===== src/rtl/spin_readout_pkg.sv =====
// Shared types and helpers for the ring-oscillator spin readout block.
package spin_readout_pkg;

   // Measurement sequencer states; encoding is fixed so debug tooling can decode it.
   typedef enum logic [1:0] {
      IDLE   = 2'd0,
      SETTLE = 2'd1,
      SAMPLE = 2'd2,
      DONE   = 2'd3
   } state_t;

   // Mismatch counters need one extra bit so a full window (2^WINDOW_BITS) fits.
   function automatic int count_width(input int window_bits);
      return window_bits + 1;
   endfunction

endpackage


===== src/rtl/spin_readout_sync.sv =====
// Multi-flop synchronizer for one asynchronous bit; q is the last stage.
module bit_synchronizer #(
   parameter int STAGES = 2
) (
   input  logic clk,
   input  logic rstn,
   input  logic d,
   output logic q
);

   logic [STAGES-1:0] ff;

   // Shift the raw input through the flop chain; nothing else samples d.
   always_ff @(posedge clk or negedge rstn) begin
      if (!rstn) begin
         ff <= '0;
      end else begin
         ff <= {ff[STAGES-2:0], d};
      end
   end

   assign q = ff[STAGES-1];

endmodule


===== src/rtl/spin_readout.sv =====
// Spin readout: synchronizes a bank of ring oscillators, counts per-oscillator
// disagreement with oscillator 0 over a fixed window, and resolves binary spins.
//
// Handshake: start is a level request honoured only in IDLE (ignored, not
// queued, anywhere else). busy is high through SETTLE and SAMPLE. done pulses
// for the single DONE cycle, in which spins and the read registers already
// hold the new result; they keep it until the next done or reset.
module spin_readout
   import spin_readout_pkg::*;
#(
   parameter int N           = 16,
   parameter int WINDOW_BITS = 10,
   parameter int SYNC_STAGES = 2
) (
   input  logic                                 clk,
   input  logic                                 rstn,
   input  logic [N-1:0]                         osc_in,
   input  logic                                 start,
   output logic                                 busy,
   output logic                                 done,
   output logic [N-1:0]                         spins,
   input  logic [$clog2(N)-1:0]                 rd_sel,
   output logic [count_width(WINDOW_BITS)-1:0]  rd_count,
   output state_t                               dbg_state
);

   localparam int CW = count_width(WINDOW_BITS);
   localparam int SW = $clog2(SYNC_STAGES + 1);
   localparam logic [CW-1:0] HALF = CW'(1) << (WINDOW_BITS - 1);

   state_t                 state;
   logic [N-1:0]           s;
   logic [WINDOW_BITS-1:0] win_cnt;
   logic [SW-1:0]          settle_cnt;
   logic [CW-1:0]          mismatch     [N];
   logic [CW-1:0]          mismatch_nxt [N];
   logic [CW-1:0]          latched      [N];

   for (genvar g = 0; g < N; g++) begin : g_sync
      bit_synchronizer #(.STAGES(SYNC_STAGES)) u_sync (
         .clk  (clk),
         .rstn (rstn),
         .d    (osc_in[g]),
         .q    (s[g])
      );
   end

   // Counter values after this cycle's sample; oscillator 0 never disagrees with itself.
   always_comb begin
      for (int i = 0; i < N; i++) begin
         mismatch_nxt[i] = mismatch[i];
      end
      for (int i = 1; i < N; i++) begin
         if (s[i] != s[0]) begin
            mismatch_nxt[i] = mismatch[i] + CW'(1);
         end
      end
   end

   // Measurement sequencer with registered busy/done/spins and result latches.
   always_ff @(posedge clk or negedge rstn) begin
      if (!rstn) begin
         state      <= IDLE;
         busy       <= 1'b0;
         done       <= 1'b0;
         spins      <= '0;
         win_cnt    <= '0;
         settle_cnt <= '0;
         for (int i = 0; i < N; i++) begin
            mismatch[i] <= '0;
            latched[i]  <= '0;
         end
      end else begin
         done <= 1'b0;
         case (state)
            IDLE: begin
               if (start) begin
                  state      <= SETTLE;
                  busy       <= 1'b1;
                  win_cnt    <= '0;
                  settle_cnt <= '0;
                  for (int i = 0; i < N; i++) begin
                     mismatch[i] <= '0;
                  end
               end
            end
            SETTLE: begin
               // Flush whatever the synchronizers held before the request.
               if (settle_cnt == SW'(SYNC_STAGES)) begin
                  state <= SAMPLE;
               end else begin
                  settle_cnt <= settle_cnt + SW'(1);
               end
            end
            SAMPLE: begin
               win_cnt <= win_cnt + WINDOW_BITS'(1);
               for (int i = 0; i < N; i++) begin
                  mismatch[i] <= mismatch_nxt[i];
               end
               if (&win_cnt) begin
                  // Publish using the final sample so results are valid alongside done.
                  state <= DONE;
                  busy  <= 1'b0;
                  done  <= 1'b1;
                  for (int i = 0; i < N; i++) begin
                     latched[i] <= mismatch_nxt[i];
                     spins[i]   <= (mismatch_nxt[i] > HALF);
                  end
               end
            end
            DONE: begin
               state <= IDLE;
            end
            default: begin
               state <= IDLE;
            end
         endcase
      end
   end

   // Debug read port; out-of-range selects read as zero.
   always_comb begin
      rd_count = '0;
      if (int'(rd_sel) < N) begin
         rd_count = latched[rd_sel];
      end
   end

   assign dbg_state = state;

endmodule


===== config.mk =====
export PLATFORM = sky130hd
export DESIGN_NAME = spin_readout
export DESIGN_NICKNAME = d
export VERILOG_FILES = /design/src/rtl/spin_readout_pkg.sv /design/src/rtl/spin_readout_sync.sv /design/src/rtl/spin_readout.sv
export SDC_FILE = /design/constraint.sdc
export NUM_CORES = 1
export LEC_CHECK = 0
export ABC_AREA = 1
export BUFFER_PORTS_ARGS = -buffer_cell sky130_fd_sc_hd__buf_2
export CORE_MARGIN = 4
export CORE_UTILIZATION = 40
export DETAILED_ROUTE_END_ITERATION = 12
export GPL_TIMING_DRIVEN = 0
export PLACE_DENSITY = 0.65
export SYNTH_ARGS = -nofsm -noshare
export SYNTH_HDL_FRONTEND = slang
export SYNTH_SLANG_ARGS = --single-unit

===== constraint.sdc =====
create_clock -name clk -period 2.25 [get_ports clk]
set_input_delay 0.3375 -clock clk [delete_from_list [all_inputs] [get_ports clk]]
set_output_delay 0.3375 -clock clk [all_outputs]
set_load 0.01 [all_outputs]

# Word level (Yosys, flattened, before mapping)
# Index checks and enable logic that the tools add are counted.
[op_classes]
addsub = 17
order_cmp = 17
eq_ne = 23
muxes = 34
n_bitwise = 2
n_reduce_logical = 10
[ops]
columns = ["op", "n"]
rows = [
  ["$pmux W176 S2", 1],
  ["$mux W11", 17],
  ["$gt A11 B10 Y1 const B", 16],
  ["$mux W176", 1],
  ["$add A11 B1 Y11 const B", 15],
  ["$bmux W11 S4", 1],
  ["$pmux W10 S2", 1],
  ["$ne A1 B1 Y1", 15],
  ["$reduce_and A3 Y1", 4],
  ["$reduce_and A11 Y1", 1],
  ["$add A10 B1 Y10 const B", 1],
  ["$mux W10", 1],
  ["$mux W2", 5],
  ["$reduce_and A10 Y1", 1],
  ["$ne A2 B2 Y1 const B", 4],
  ["$pmux W2 S4", 1],
  ["$eq A2 B2 Y1 const B", 3],
  ["$ge A5 B5 Y1 const B", 1],
  ["$not A4 Y5", 1],
  ["$mux W1", 4],
  ["$pmux W2 S2", 1],
  ["$reduce_bool A2 Y1", 2],
  ["$add A2 B1 Y2 const B", 1],
  ["$eq A2 B1 Y1 const B", 1],
  ["other kinds (4)", 4],
]
[totals]
reg_bits = 416
in_bits = 23
output_inout_bits = 31
wordCells = 157

# Depth between registers and ports, before layout
[depth]
word_depth = 4
mapped_depth = 13

# Modules after synthesis
# From an unflattened synthesis, not the netlist that was laid out.
[unflattened]
hier_cells = 2903
hier_area_um2 = 21013.9
[modules_own_cells]
columns = ["mod", "n_inst", "cells_per_inst", "area_per_inst_um2", "seq_area_each_um2"]
rows = [
  ["spin_readout", 1, 2871, 20213.1, 9033.7],
  ["bit_synchronizer", 16, 2, 50.0, 50.0],
]

# Least setup slack after synthesis
# No wires, ideal clock.
[synth_timing]
path_kind = "register to register"
start = "register state[0], in the netlist dbg_state[0]"
end = "register mismatch[107] in the netlist's numbering"
setup_time_ns = 0.133
t_arrival_ns = 1.623
required_ns = 2.117
slack_ns = 0.494
path_stages_with_launch = 9
cell_sequence = "dfrtp_1 inv_1 ha_1 inv_1 nor2_1 nor2_2 clkbuf_1 buf_1 o22ai_1"
[synth_between]
elab_chain_len = 3
word_cells_on_any_way = 6
classes_between = "eq/ne (2); mux (1); reduce/logical (3)"
[synth_lines]
columns = ["element", "line_no", "source"]
rows = [
  ["from (decl)", "spin_readout.sv:31", "state_t state;"],
  ["from (signal assigned)", "spin_readout.sv:63", "state <= IDLE;"],
  ["from (signal assigned)", "spin_readout.sv:78", "state <= SETTLE;"],
  ["from (signal assigned)", "spin_readout.sv:90", "state <= SAMPLE;"],
  ["$eq A2 B2 Y1 or $logic_not A2 Y1 (tied branches)", "spin_readout.sv:75", "case (state)"],
  ["$reduce_bool A2 Y1 (no source line) or $ne A2 B2 Y1 (tied branches)", "--", ""],
  ["$reduce_and A2 Y1 (no source line)", "--", ""],
  ["to (signal, indexed assignment)", "spin_readout.sv:98", "mismatch[i] <= mismatch_nxt[i];"],
  ["to (decl)", "spin_readout.sv:35", "logic [CW-1:0] mismatch [N];"],
]
# Parallel ways exist; a longest one is shown, timed or not. The select of a mux whose other input is x is not followed.
# A chain may end at the register's enable or synchronous reset.

# Worst setup path after layout
[layout_timing]
start = "register latched[81] in the netlist's numbering"
end = "output rd_count[4]"
[layout_between]
elab_chain_len = 3
[layout_lines]
columns = ["element", "line_no", "source"]
rows = [
  ["from (decl)", "spin_readout.sv:37", "logic [CW-1:0] latched [N];"],
  ["from (signal, indexed assignment)", "spin_readout.sv:106", "latched[i] <= mismatch_nxt[i];"],
  ["$bmux W11 S4", "spin_readout.sv:125", "rd_count = latched[rd_sel];"],
  ["$mux W11 (not written as such) (2 in a row)", "spin_readout.sv:125", ""],
  ["to (decl)", "spin_readout.sv:23", "output logic [count_width(WINDOW_BITS)-1:0] rd_count,"],
]
# No other way between the ends. The select of a mux whose other input is x is not followed.

==> qor.yml <==
die_h_um: 236
synth_top_area_cell: "dfrtp_1"
row_count: 83
synth_top_family_by_area: "simple AND/OR/NAND/NOR gates"
synth_area_leaders: "dfrtp_1 (47%), nand2_1 (17%), inv_1 (5.6%), nand3_1 (4.9%), nor2_1 (4.4%)"
finalPower_mw: 20.6
wire_per_inst_um: 18.9
cts-root-buf: "clkbuf_16"
htree_levels: 2
synth_seq_cells: 393
clock_sinks: 393
max-slew-margin-rel: 0.471
start_kind: "register"
highest_layer: "met4"
ios: 54
grt_pass1_vias: 19300
synth_top_cell_area_share: 0.473
crit_required_ns: 1.91
dpl.cell_count: 3580
placed_area_um2: 22000
cts.clk_slew.worst_paths_ns: 0.06
min_path_cells: 5
worst-slew-pin-transition_ns: 0.793
netlist_area_um2: 20800
dp_hpwl_um: 49700
grt_first_pass_wirelength_um: 108000
clkLatencyLatePin_ns: 0.58
ys_types: 33
muxShareOfSynthArea: 0
fin_skew_ns: 0.0261
die_area_um2: 55600
violations: "setup timing"
ir_worst_vdd_mv: 0.888
r2r_setup_slack_ns: 0.13
synth_xor_area_frac: 0.00422
die_x_um: 236
critical_path.cell_chain: "nor2_1 > o22ai_1 > o211ai_1 > nand2_1 > buf_2"
initial_utilization: 0.404
status: "finished, violations left"
postLayoutCellArea_um2: 23900
whs_ns: 0.173
wl_met1_um: 30100
dr.first_iter.drc_count: 2253
instances_no_fill: 3681
synth-edff-count: 0
crit_path_top_delay_cell: "o211ai_1"
drive_gt1_frac: 0.0954
synth_cells: 2846
worst_slack_ns: -0.203
synth.avg_cell_area_um2: 7.30
viasPerCell: 5.48
rsz0062_at_grt: "true"
min_period_ns: 2.45
fmax_mhz: 408
ys_seq_area_frac: 0.473
post-place-ws_ns: -0.548
gp_congestion: 1.01
setup_viol: 5
core-area_um2: 51400
path_class: "reg -> out"
cp_data_arrival_time_ns: 2.12
dr_total_vias: 20200
wl_met3_um: 6050
synthAdderAreaFrac: 0.0120
slew_viol_final: 0
worst_setup_path_end_kind: "output port"
cts_buffer_depth: 3
cp_num_buf_inv: 1
ys.warnings.count: 0
grtUsageTotal: 0.244
synthFlopType: "dfrtp_1"
area.growth.synth_to_final_pct: 15.0
critical-path-top-delay-family: "compound AO/OA/AOI/OAI gates"
antenna_found_initial: 4
drt_pass1_iterations: 6
syn-num-nets: 2889
nets: 3007
hold_viol: 0
power_leakage_nw: 11.4
r2r-end: "latched[86]"
synth_compound_area_frac: 0.130
fin_util: 0.465
tritoncts: "yes"
grt-ovfl-total: 0
rr_worst_depth: 7
cap_violations: 0
grt_max_degree: 124
power.density_nw_per_um2: 861
hold_end: "settle_cnt[0]"
drcViolationCount: 0
portBuffers: 51
ys_async_sr_fraction: 1.00
reg2reg_from: "dbg_state[0]"
fill_cells: 5109
slowest_delay_ns: 0.44
cp_max_fo: 2
worstHoldPathType: "in -> reg"
final.setup.tns_ns: -0.400
routed_wl_um: 69400
layout_common_cells: "nand2_1 (940), dfrtp_1 (393), inv_1 (309)"
layout_commonest_cell: "nand2_1"
hp-start: "start"
final_antenna_net_count: 0
synth-simple-area-share: 0.294
met2_length_um: 30800
numCtsBuffers: 44
min_period_over_period: 1.09
==> how the worst max path moves through the flow <==
| stage | cells after the start | start | end |
|---|---|---|---|
| 2_1_floorplan | 8 | dbg_state[0] | mismatch[107] |
| 5_1_grt | 5 | latched[25] | rd_count[3] |
| 4_1_cts | 5 | latched[70] | rd_count[4] |
| 3_3_place_gp | 1 | rstn | mismatch[148] |
| 6_report | 5 | latched[81] | rd_count[4] |
| 3_5_place_dp | 8 | dbg_state[0] | mismatch[162] |
==> routing by layer <==
layer / vias up / track usage
met1: 9710 / 0.340
met5: - / 0
met3: 133 / 0.0447
li1: 9521 / -
met2: 822 / 0.382
met4: 0 / 0.0915
==> cell usage after synthesis (19+ instances only) <==
master / count
nand2_1: 948
dfrtp_1: 393
inv_1: 309
nor2_1: 243
nand3_1: 203
o21ai_0: 175
o21ai_1: 119
o22ai_1: 117
nand4_1: 66
buf_2: 61
a21oi_1: 45
clkbuf_1: 44
ha_1: 20
o221ai_1: 19
==> power breakdown <==
group | total [mW] | switching (mW) | internal (mW)
Sequential | 7.75 | 0.348 | 7.40
Clock | 7.52 | 3.10 | 4.43
Combinational | 5.30 | 3.93 | 1.37
==> worst min-delay path, cell delays in order <==
cell and delay [ns]:
buf_2 0.11, nor2_4 0.06, inv_1 0.06, nand3_1 0.06
o21ai_0 0.08
==> final cells by class <==
class	instances	area (µm²)	area share
Clock buffer	63	1270	0.0534
Clock inverter	18	221	0.00927
Antenna cell	2	5.00	0.000209
Inverter	316	1190	0.0500
Tap cell	680	851	0.0356
Timing Repair Buffer	72	532	0.0223
Buffer	126	753	0.0315
Multi-Input combinational cell	2011	9230	0.386
Sequential cell	393	9830	0.412
==> kinds of logic after synthesis <==
family	after synthesis
AO/OA/AOI/OAI	488
XOR/XNOR	10
adder cells (fa/ha/maj)	20
buffers and inverters	442
flip-flops	393
other	1
AND/OR/NAND/NOR	1492
==> state kept, by name (all words and copies together) (netlist names) <==
signal,count
busy,1
mismatch,165
settle_cnt,2
latched,165
win_cnt,10
dbg_state,2
spins,15
done,1
g_sync.u_sync.ff,32
==> repair_timing <==
item	CTS	global route
hold buffers	17	0
resized for setup	52	83
pin swaps	5	17
endpoints found under the hold margin	80	0
endpoints found under the setup margin	210	216
setup buffers	1	0
No activity file was read; power rests on OpenSTA's default activity.
